$ cat src/rtl/uart_pkg.sv
`default_nettype none
// ============================================================================
// Module : uart_pkg
// Brief  : Byte format shared by the UART link transmit scheduler and decoder.
// Rev    : 1.0  initial release
// ============================================================================
package uart_pkg;

    // Opcodes occupy w_data[2:0]; payload occupies w_data[7:3]
    localparam logic [2:0] OP_SYNC      = 3'b000;
    localparam logic [2:0] OP_KEEPER_LO = 3'b001;
    localparam logic [2:0] OP_KEEPER_HI = 3'b010;
    localparam logic [2:0] OP_SHOT_XLO  = 3'b011;
    localparam logic [2:0] OP_SHOT_XHI  = 3'b100;
    localparam logic [2:0] OP_SHOT_YLO  = 3'b101;
    localparam logic [2:0] OP_SHOT_YHI  = 3'b110;
    localparam logic [2:0] OP_SCORE     = 3'b111;

    localparam logic [4:0] SYNC_SHOOTER_GAME = 5'b11001;
    localparam logic [4:0] SYNC_KEEPER_GAME  = 5'b01001;
    localparam logic [4:0] SYNC_IDLE         = 5'b00001;

    // Enum value doubles as the bit index into pending / group_done vectors
    typedef enum logic [1:0] {
        GRP_SYNC   = 2'd0,
        GRP_SCORE  = 2'd1,
        GRP_SHOT   = 2'd2,
        GRP_KEEPER = 2'd3
    } group_e;

    typedef enum logic [0:0] {
        ST_IDLE = 1'b0,
        ST_SEND = 1'b1
    } state_e;

    typedef struct packed {
        logic [9:0] keeper_pos;
        logic [9:0] x_shot;
        logic [9:0] y_shot;
        logic [2:0] my_score;
        logic       shot_done;
        logic [4:0] sync_payload;
    } snapshot_t;

    function automatic logic [1:0] grp_last_idx(input group_e grp);
        case (grp)
            GRP_SHOT:   return 2'd3;
            GRP_KEEPER: return 2'd1;
            default:    return 2'd0;
        endcase
    endfunction

    function automatic logic [4:0] sync_payload_of(input logic game_starts,
                                                   input logic local_shooter);
        if (game_starts && local_shooter) return SYNC_SHOOTER_GAME;
        if (game_starts)                  return SYNC_KEEPER_GAME;
        return SYNC_IDLE;
    endfunction

endpackage
`default_nettype wire

$ cat src/rtl/uart_frame_mux.sv
`default_nettype none
// ============================================================================
// Module : uart_frame_mux
// Brief  : Builds the idx-th opcode-tagged byte of a group from its snapshot.
// Rev    : 1.0  initial release
// ============================================================================
module uart_frame_mux
    import uart_pkg::*;
(
    input  group_e     group,
    input  logic [1:0] idx,
    input  snapshot_t  snap,
    output logic [7:0] frame
);

    always_comb begin
        frame = 8'h00;
        case (group)
            GRP_SYNC:  frame = {snap.sync_payload, OP_SYNC};
            GRP_SCORE: frame = {1'b0, snap.shot_done, snap.my_score, OP_SCORE};
            GRP_SHOT: begin
                case (idx)
                    2'd0:    frame = {snap.x_shot[4:0], OP_SHOT_XLO};
                    2'd1:    frame = {snap.x_shot[9:5], OP_SHOT_XHI};
                    2'd2:    frame = {snap.y_shot[4:0], OP_SHOT_YLO};
                    default: frame = {snap.y_shot[9:5], OP_SHOT_YHI};
                endcase
            end
            GRP_KEEPER: frame = idx[0] ? {snap.keeper_pos[9:5], OP_KEEPER_HI}
                                       : {snap.keeper_pos[4:0], OP_KEEPER_LO};
            default:    frame = 8'h00;
        endcase
    end

endmodule
`default_nettype wire

$ cat src/rtl/uart_tx_scheduler.sv
`default_nettype none
// ============================================================================
// Module : uart_tx_scheduler
// Brief  : Arbitrates sync/score/shot/keeper groups and writes their bytes
//          into the UART TX FIFO, at most one write every two cycles.
// Rev    : 1.0  initial release
// ============================================================================
module uart_tx_scheduler
    import uart_pkg::*;
#(
    parameter int SYNC_PERIOD = 1024
) (
    input  logic       clk,
    input  logic       rst,
    input  logic       tx_full,
    input  logic       tx_en,
    input  logic       game_starts,
    input  logic       local_shooter,
    input  logic       keeper_req,
    input  logic [9:0] keeper_pos,
    input  logic       shot_req,
    input  logic [9:0] x_shot,
    input  logic [9:0] y_shot,
    input  logic       score_req,
    input  logic [2:0] my_score,
    input  logic       shot_done,
    output logic       wr_uart,
    output logic [7:0] w_data,
    output logic       busy,
    output logic [3:0] group_done
);

    localparam int               c_TMR_W    = $clog2(SYNC_PERIOD);
    localparam logic [c_TMR_W-1:0] c_TMR_LAST = c_TMR_W'(SYNC_PERIOD - 1);

    logic [c_TMR_W-1:0] r_timer;
    logic [3:0]         r_pend;
    state_e             r_state;
    group_e             r_group;
    logic [1:0]         r_idx;
    logic [1:0]         r_last;
    snapshot_t          r_snap;
    logic               r_wr_uart;
    logic [7:0]         r_w_data;
    logic               r_busy;
    logic [3:0]         r_group_done;

    logic               w_sync_hit;
    logic [3:0]         w_req;
    logic [3:0]         w_clr;
    state_e             w_state_nxt;
    logic               w_grant;
    group_e             w_grant_grp;
    logic               w_write;
    logic               w_last_write;
    logic [7:0]         w_frame;

    uart_frame_mux u_frame_mux (
        .group (r_group),
        .idx   (r_idx),
        .snap  (r_snap),
        .frame (w_frame)
    );

    always_comb begin
        w_sync_hit   = tx_en && (r_timer == c_TMR_LAST);
        w_req        = {keeper_req, shot_req, score_req, w_sync_hit};
        w_state_nxt  = r_state;
        w_grant      = 1'b0;
        w_grant_grp  = GRP_SYNC;
        w_write      = 1'b0;
        w_last_write = 1'b0;
        case (r_state)
            ST_IDLE: begin
                if (tx_en && (|r_pend)) begin
                    w_grant     = 1'b1;
                    w_state_nxt = ST_SEND;
                    if (r_pend[GRP_SYNC])       w_grant_grp = GRP_SYNC;
                    else if (r_pend[GRP_SCORE]) w_grant_grp = GRP_SCORE;
                    else if (r_pend[GRP_SHOT])  w_grant_grp = GRP_SHOT;
                    else                        w_grant_grp = GRP_KEEPER;
                end
            end
            ST_SEND: begin
                // Gating on r_wr_uart spaces writes two cycles apart
                if (!tx_full && !r_wr_uart) begin
                    w_write = 1'b1;
                    if (r_idx == r_last) begin
                        w_last_write = 1'b1;
                        w_state_nxt  = ST_IDLE;
                    end
                end
            end
            default: w_state_nxt = ST_IDLE;
        endcase
        w_clr = w_grant ? (4'b0001 << w_grant_grp) : 4'b0000;
    end

    always_ff @(posedge clk) begin
        if (rst) begin
            r_timer      <= '0;
            r_pend       <= 4'b0000;
            r_state      <= ST_IDLE;
            r_group      <= GRP_SYNC;
            r_idx        <= 2'd0;
            r_last       <= 2'd0;
            r_snap       <= '0;
            r_wr_uart    <= 1'b0;
            r_w_data     <= 8'h00;
            r_busy       <= 1'b0;
            r_group_done <= 4'b0000;
        end else begin
            if (!tx_en || w_sync_hit) r_timer <= '0;
            else                      r_timer <= r_timer + c_TMR_W'(1);

            // A request arriving in the grant cycle survives the clear
            r_pend       <= (r_pend & ~w_clr) | w_req;
            r_state      <= w_state_nxt;
            r_wr_uart    <= w_write;
            r_busy       <= (w_state_nxt == ST_SEND) || w_last_write;
            r_group_done <= w_last_write ? (4'b0001 << r_group) : 4'b0000;

            if (w_write) begin
                r_w_data <= w_frame;
                r_idx    <= r_idx + 2'd1;
            end

            if (w_grant) begin
                r_group                <= w_grant_grp;
                r_idx                  <= 2'd0;
                r_last                 <= grp_last_idx(w_grant_grp);
                r_snap.keeper_pos      <= keeper_pos;
                r_snap.x_shot          <= x_shot;
                r_snap.y_shot          <= y_shot;
                r_snap.my_score        <= my_score;
                r_snap.shot_done       <= shot_done;
                r_snap.sync_payload    <= sync_payload_of(game_starts, local_shooter);
            end
        end
    end

    assign wr_uart    = r_wr_uart;
    assign w_data     = r_w_data;
    assign busy       = r_busy;
    assign group_done = r_group_done;

endmodule
`default_nettype wire

$ cat config.mk
export PLATFORM = sky130hd
export DESIGN_NAME = uart_tx_scheduler
export DESIGN_NICKNAME = d
export VERILOG_FILES = /design/src/rtl/uart_pkg.sv /design/src/rtl/uart_frame_mux.sv /design/src/rtl/uart_tx_scheduler.sv
export SDC_FILE = /design/constraint.sdc
export NUM_CORES = 1
export LEC_CHECK = 0
export CAP_MARGIN = 5
export CORE_ASPECT_RATIO = 1.4
export CORE_MARGIN = 4
export CORE_UTILIZATION = 36
export DETAILED_ROUTE_END_ITERATION = 8
export GPL_ROUTABILITY_DRIVEN = 0
export PLACE_DENSITY = 0.69
export SLEW_MARGIN = 25
export SYNTH_ARGS = -nofsm -noshare
export SYNTH_HDL_FRONTEND = slang
export SYNTH_SLANG_ARGS = --single-unit
$ cat constraint.sdc
create_clock -name clk -period 1.55 [get_ports clk]
set_input_delay 0.31 -clock clk [delete_from_list [all_inputs] [get_ports clk]]
set_output_delay 0.31 -clock clk [all_outputs]
set_load 0.02 [all_outputs]
==> metrics.csv <==
stage;metric;value;unit
outcome;outcome;complete, no violations;
timing;RSZ-0062 raised after global routing;yes;
global_routing;first-pass GRT wire length;11600;um
yosys;synthesized flop and latch total;72;
clock_network;total clock sinks;72;
clock_network;CTS H-tree depth;3;
timing;actual slew at the worst max-slew pin;0.328;ns
job;max-cap viol count;0;
place;dpl cell area;3770;sq um
routing;final routed DRC violation total;0;
worst_setup_path;slowest cell on the critical path;dfxtp_4;
floorplan;I/O pins;57;
worst_setup_path;critical path required time;1.83;ns
routing;DR iter-0 viols;165;
worst_setup_path;Worst Setup End Kind;flop;
routing;WL/cell;12.6;um
cells_and_area;most frequent cells in the layout;88 x nand2_1, 70 x dfxtp_1, 58 x a21oi_1;
floorplan;core area;7850;sq um
cells_and_area;Area Growth Syn to Fin;40.3;%
timing;Worst Slack Setup Final;0.0420;ns
global_routing;pin count of the biggest net entering global routing;42;
timing;Hold Vio Cnt, Final;0;
cells_and_area;Filler cells;762;
clock_network;worst skew pair latency;0.34;ns
power_and_ir_drop;pwr dens;1160;nW/um^2
clock_network;CTS Buf Count;9;
yosys;mapped cell area;2920;sq um
yosys;syn_nets;409;
routing;via-per-instance ratio;4.89;
worst_hold_path;worst min-delay path class;input pin to flop;
timing;Period minus WS final;1.51;ns
clock_network;Clock Tree Buf Depth;2;
floorplan;Die ar.;9630;sq um
routing;Routed WL;6780;um
yosys;synth warn;0;
routing;DRT Pass-1 Iters;4;
timing;endpoints failing setup;0;
yosys;Distinct cells, synth;36;
routing;Post-DRT Antenna Nets;0;
worst_setup_path;slowest stage delay, CP;0.37;ns
place;Inst Count DP;522;
worst_setup_path;WS Path Type;flop to flop;
worst_setup_path;WP buf/inv;1;
timing;hold_ws;0.293;ns
worst_setup_path;CP cell instances;inv_2 > ha_2 > a22oi_2 > a221o_1 > a211o_1 > a21oi_1;
cells_and_area;fraction of layout cells with a size suffix above 1;13.5;%
routing;Vias;2633;
timing;relative slew slack;78.1;%
cells_and_area;commonest non-fill, non-tap cell in the layout;nand2_1;
cells_and_area;fin nets;482;
cells_and_area;final cell count without fillers;538;
clock_network;CTS root buf;clkbuf_8;
timing;part of the cycle the worst path needs;97.3;%
place;placed wire-length estimate;4930;um
timing;Slew Limit Fails;0;
clock_network;hold buffer count at CTS;0;
yosys;Seq/Total Area, Yosys;49.4;%
floorplan;Die X;84.1;um
global_routing;GRT overflow;0;
place;PortBufs;56;
cells_and_area;Diodes inserted;0;
clock_network;CTS tree;built;
floorplan;Die H;115;um
worst_setup_path;Critical Path Start Type;flop;
clock_network;Post-CTS Setup Inserts;0;
power_and_ir_drop;Static Leak;1.57;nW
timing;Clock Skew;0.00686;ns
timing;Max Fclk;0.663;GHz
global_routing;vias in the first global route;2618;
cells_and_area;Storage cell area;1450;sq um
yosys;Gate Count Post-Synth;360;
global_routing;initial antenna violation count;0;
worst_setup_path;WP data arrival;1.78;ns
cells_and_area;multi-input logic area;1410;sq um
yosys;Avg Cell Area, Syn;8.10;sq um
worst_setup_path;CP max FO;4;
cells_and_area;Design Area, Final;4090;sq um
clock_network;CTS clk-pin slew, worst paths;0.07;ns
global_routing;GRT Overall Usage;14.9;%
floorplan;effective utilization at floorplan;37.2;%
worst_setup_path;Worst path top cell family by delay;compound AO/OA/AOI/OAI gates;
power_and_ir_drop;Peak supply drop;537;uV
place;pre-CTS WS;-0.142;ns
floorplan;# rows;38;
[synth_stat cells]
| master | count | share of area [%] |
|---|---|---|
| a211o_1 | 2 | 0.60 |
| a32oi_1 | 1 | 0.30 |
| a21oi_1 | 59 | 10 |
| nand3_1 | 7 | 1.2 |
| o21ai_0 | 7 | 1.2 |
| ha_1 | 6 | 2.6 |
| nand2b_1 | 5 | 1.1 |
| and3_1 | 4 | 0.86 |
| xor2_1 | 5 | 1.5 |
| and2_1 | 1 | 0.21 |
| o211ai_1 | 1 | 0.26 |
| inv_1 | 11 | 1.4 |
| a222oi_1 | 1 | 0.34 |
| nor2_1 | 29 | 3.7 |
| clkbuf_2 | 1 | 0.17 |
| nor3b_1 | 1 | 0.26 |
| xnor2_1 | 5 | 1.5 |
| nand2_1 | 88 | 11 |
| o31ai_1 | 1 | 0.26 |
| a311o_1 | 1 | 0.34 |
| a311oi_1 | 2 | 0.60 |
| a21o_1 | 2 | 0.51 |
| a221o_1 | 2 | 0.69 |
| a22oi_1 | 4 | 1.0 |
| or3_1 | 2 | 0.43 |
| o221ai_1 | 2 | 0.60 |
| a221oi_1 | 2 | 0.60 |
| nor2b_1 | 1 | 0.21 |
| a31oi_1 | 1 | 0.21 |
| mux2_2 | 2 | 0.77 |
| mux2i_1 | 3 | 1.0 |
| nor3_1 | 7 | 1.2 |
| clkbuf_1 | 11 | 1.4 |
| buf_2 | 9 | 1.5 |
| nand3b_1 | 2 | 0.51 |
| dfxtp_1 | 72 | 49 |
[what timing repair did]
item                                   in CTS  in global routing
endpoints found under the hold margin       0                  0
gates cloned                                0                  0
setup endpoints to repair                  19                  5
gates resized for setup                    18                  9
pin swaps                                   0                  4
[sequential cells by signal, indices dropped and copies added, names as in the netlist]
register	flops
r_snap	37
r_timer	10
w_data	8
group_done	4
r_pend	4
r_group	2
r_idx	2
r_last	2
busy	1
r_state	1
wr_uart	1
[path summary, 6_finish.rpt]
| path | start | endpoint | slack (ns) | depth (start not counted) |
|---|---|---|---|---|
| min | rst | busy$_SDFF_PP0_ | 0.29 | 2 |
| max | r_idx[1]$_SDFFE_PP0P_ | w_data[6]$_SDFFE_PP0P_ | 0.04 | 6 |
| max reg2reg | r_idx[1]$_SDFFE_PP0P_ | w_data[6]$_SDFFE_PP0P_ | 0.04 | 6 |
| min reg2reg | r_timer[0]$_SDFF_PP0_ | r_timer[0]$_SDFF_PP0_ | 0.45 | 1 |
[layout make-up]
type / instances / share of cell area (%)
Tap cell: 100 / 3.06
Sequential cell: 72 / 35.3
Clock inverter: 5 / 3.67
Inverter: 11 / 1.07
Multi-Input combinational cell: 256 / 34.4
Timing Repair Buffer: 83 / 18.8
Clock buffer: 11 / 3.70
[power by group]
| group | switching, mW | leakage (nW) | internal, mW | total [mW] |
|---|---|---|---|---|
| sequential | 0.0581 | 0.589 | 1.95 | 2.00 |
| combinational | 0.283 | 0.830 | 0.276 | 0.559 |
| clock | 0.685 | 0.150 | 1.48 | 2.17 |
[logic make-up after synthesis]
family / Yosys count / share of synthesized area [%]
AOI/OAI and AO/OA: 88 / 17.7
xor gates and xnor gates: 10 / 3.00
adders and majority gates: 6 / 2.57
buffers and inverters: 32 / 4.55
DFF: 72 / 49.4
muxes: 5 / 1.80
and+or+nand+nor: 147 / 21.0
[stage by stage]
| step | util (%) | total power, mW | TNS [ns] |
|---|---|---|---|
| final | 52.2 | 4.73 | 0 |
| after global routing | 52.2 | 4.94 | -0.0813 |
| after CTS | 51.8 | 4.78 | 0 |
| after detailed placement | 48.1 | 2.61 | -3.49 |
| after global placement | 48.1 | 2.60 | -1.91 |
| after floorplan | - | 2.34 | 0 |
[routing by layer]
layer	up-vias	global-route usage [%]	share of wire [%]
met5	-	0	0
met3	11	2.66	4.2
met4	0	7.73	2.1
met2	57	27.1	51
met1	1205	16.3	42
li1	1360	-	-
(Power assumes the default switching activity.)
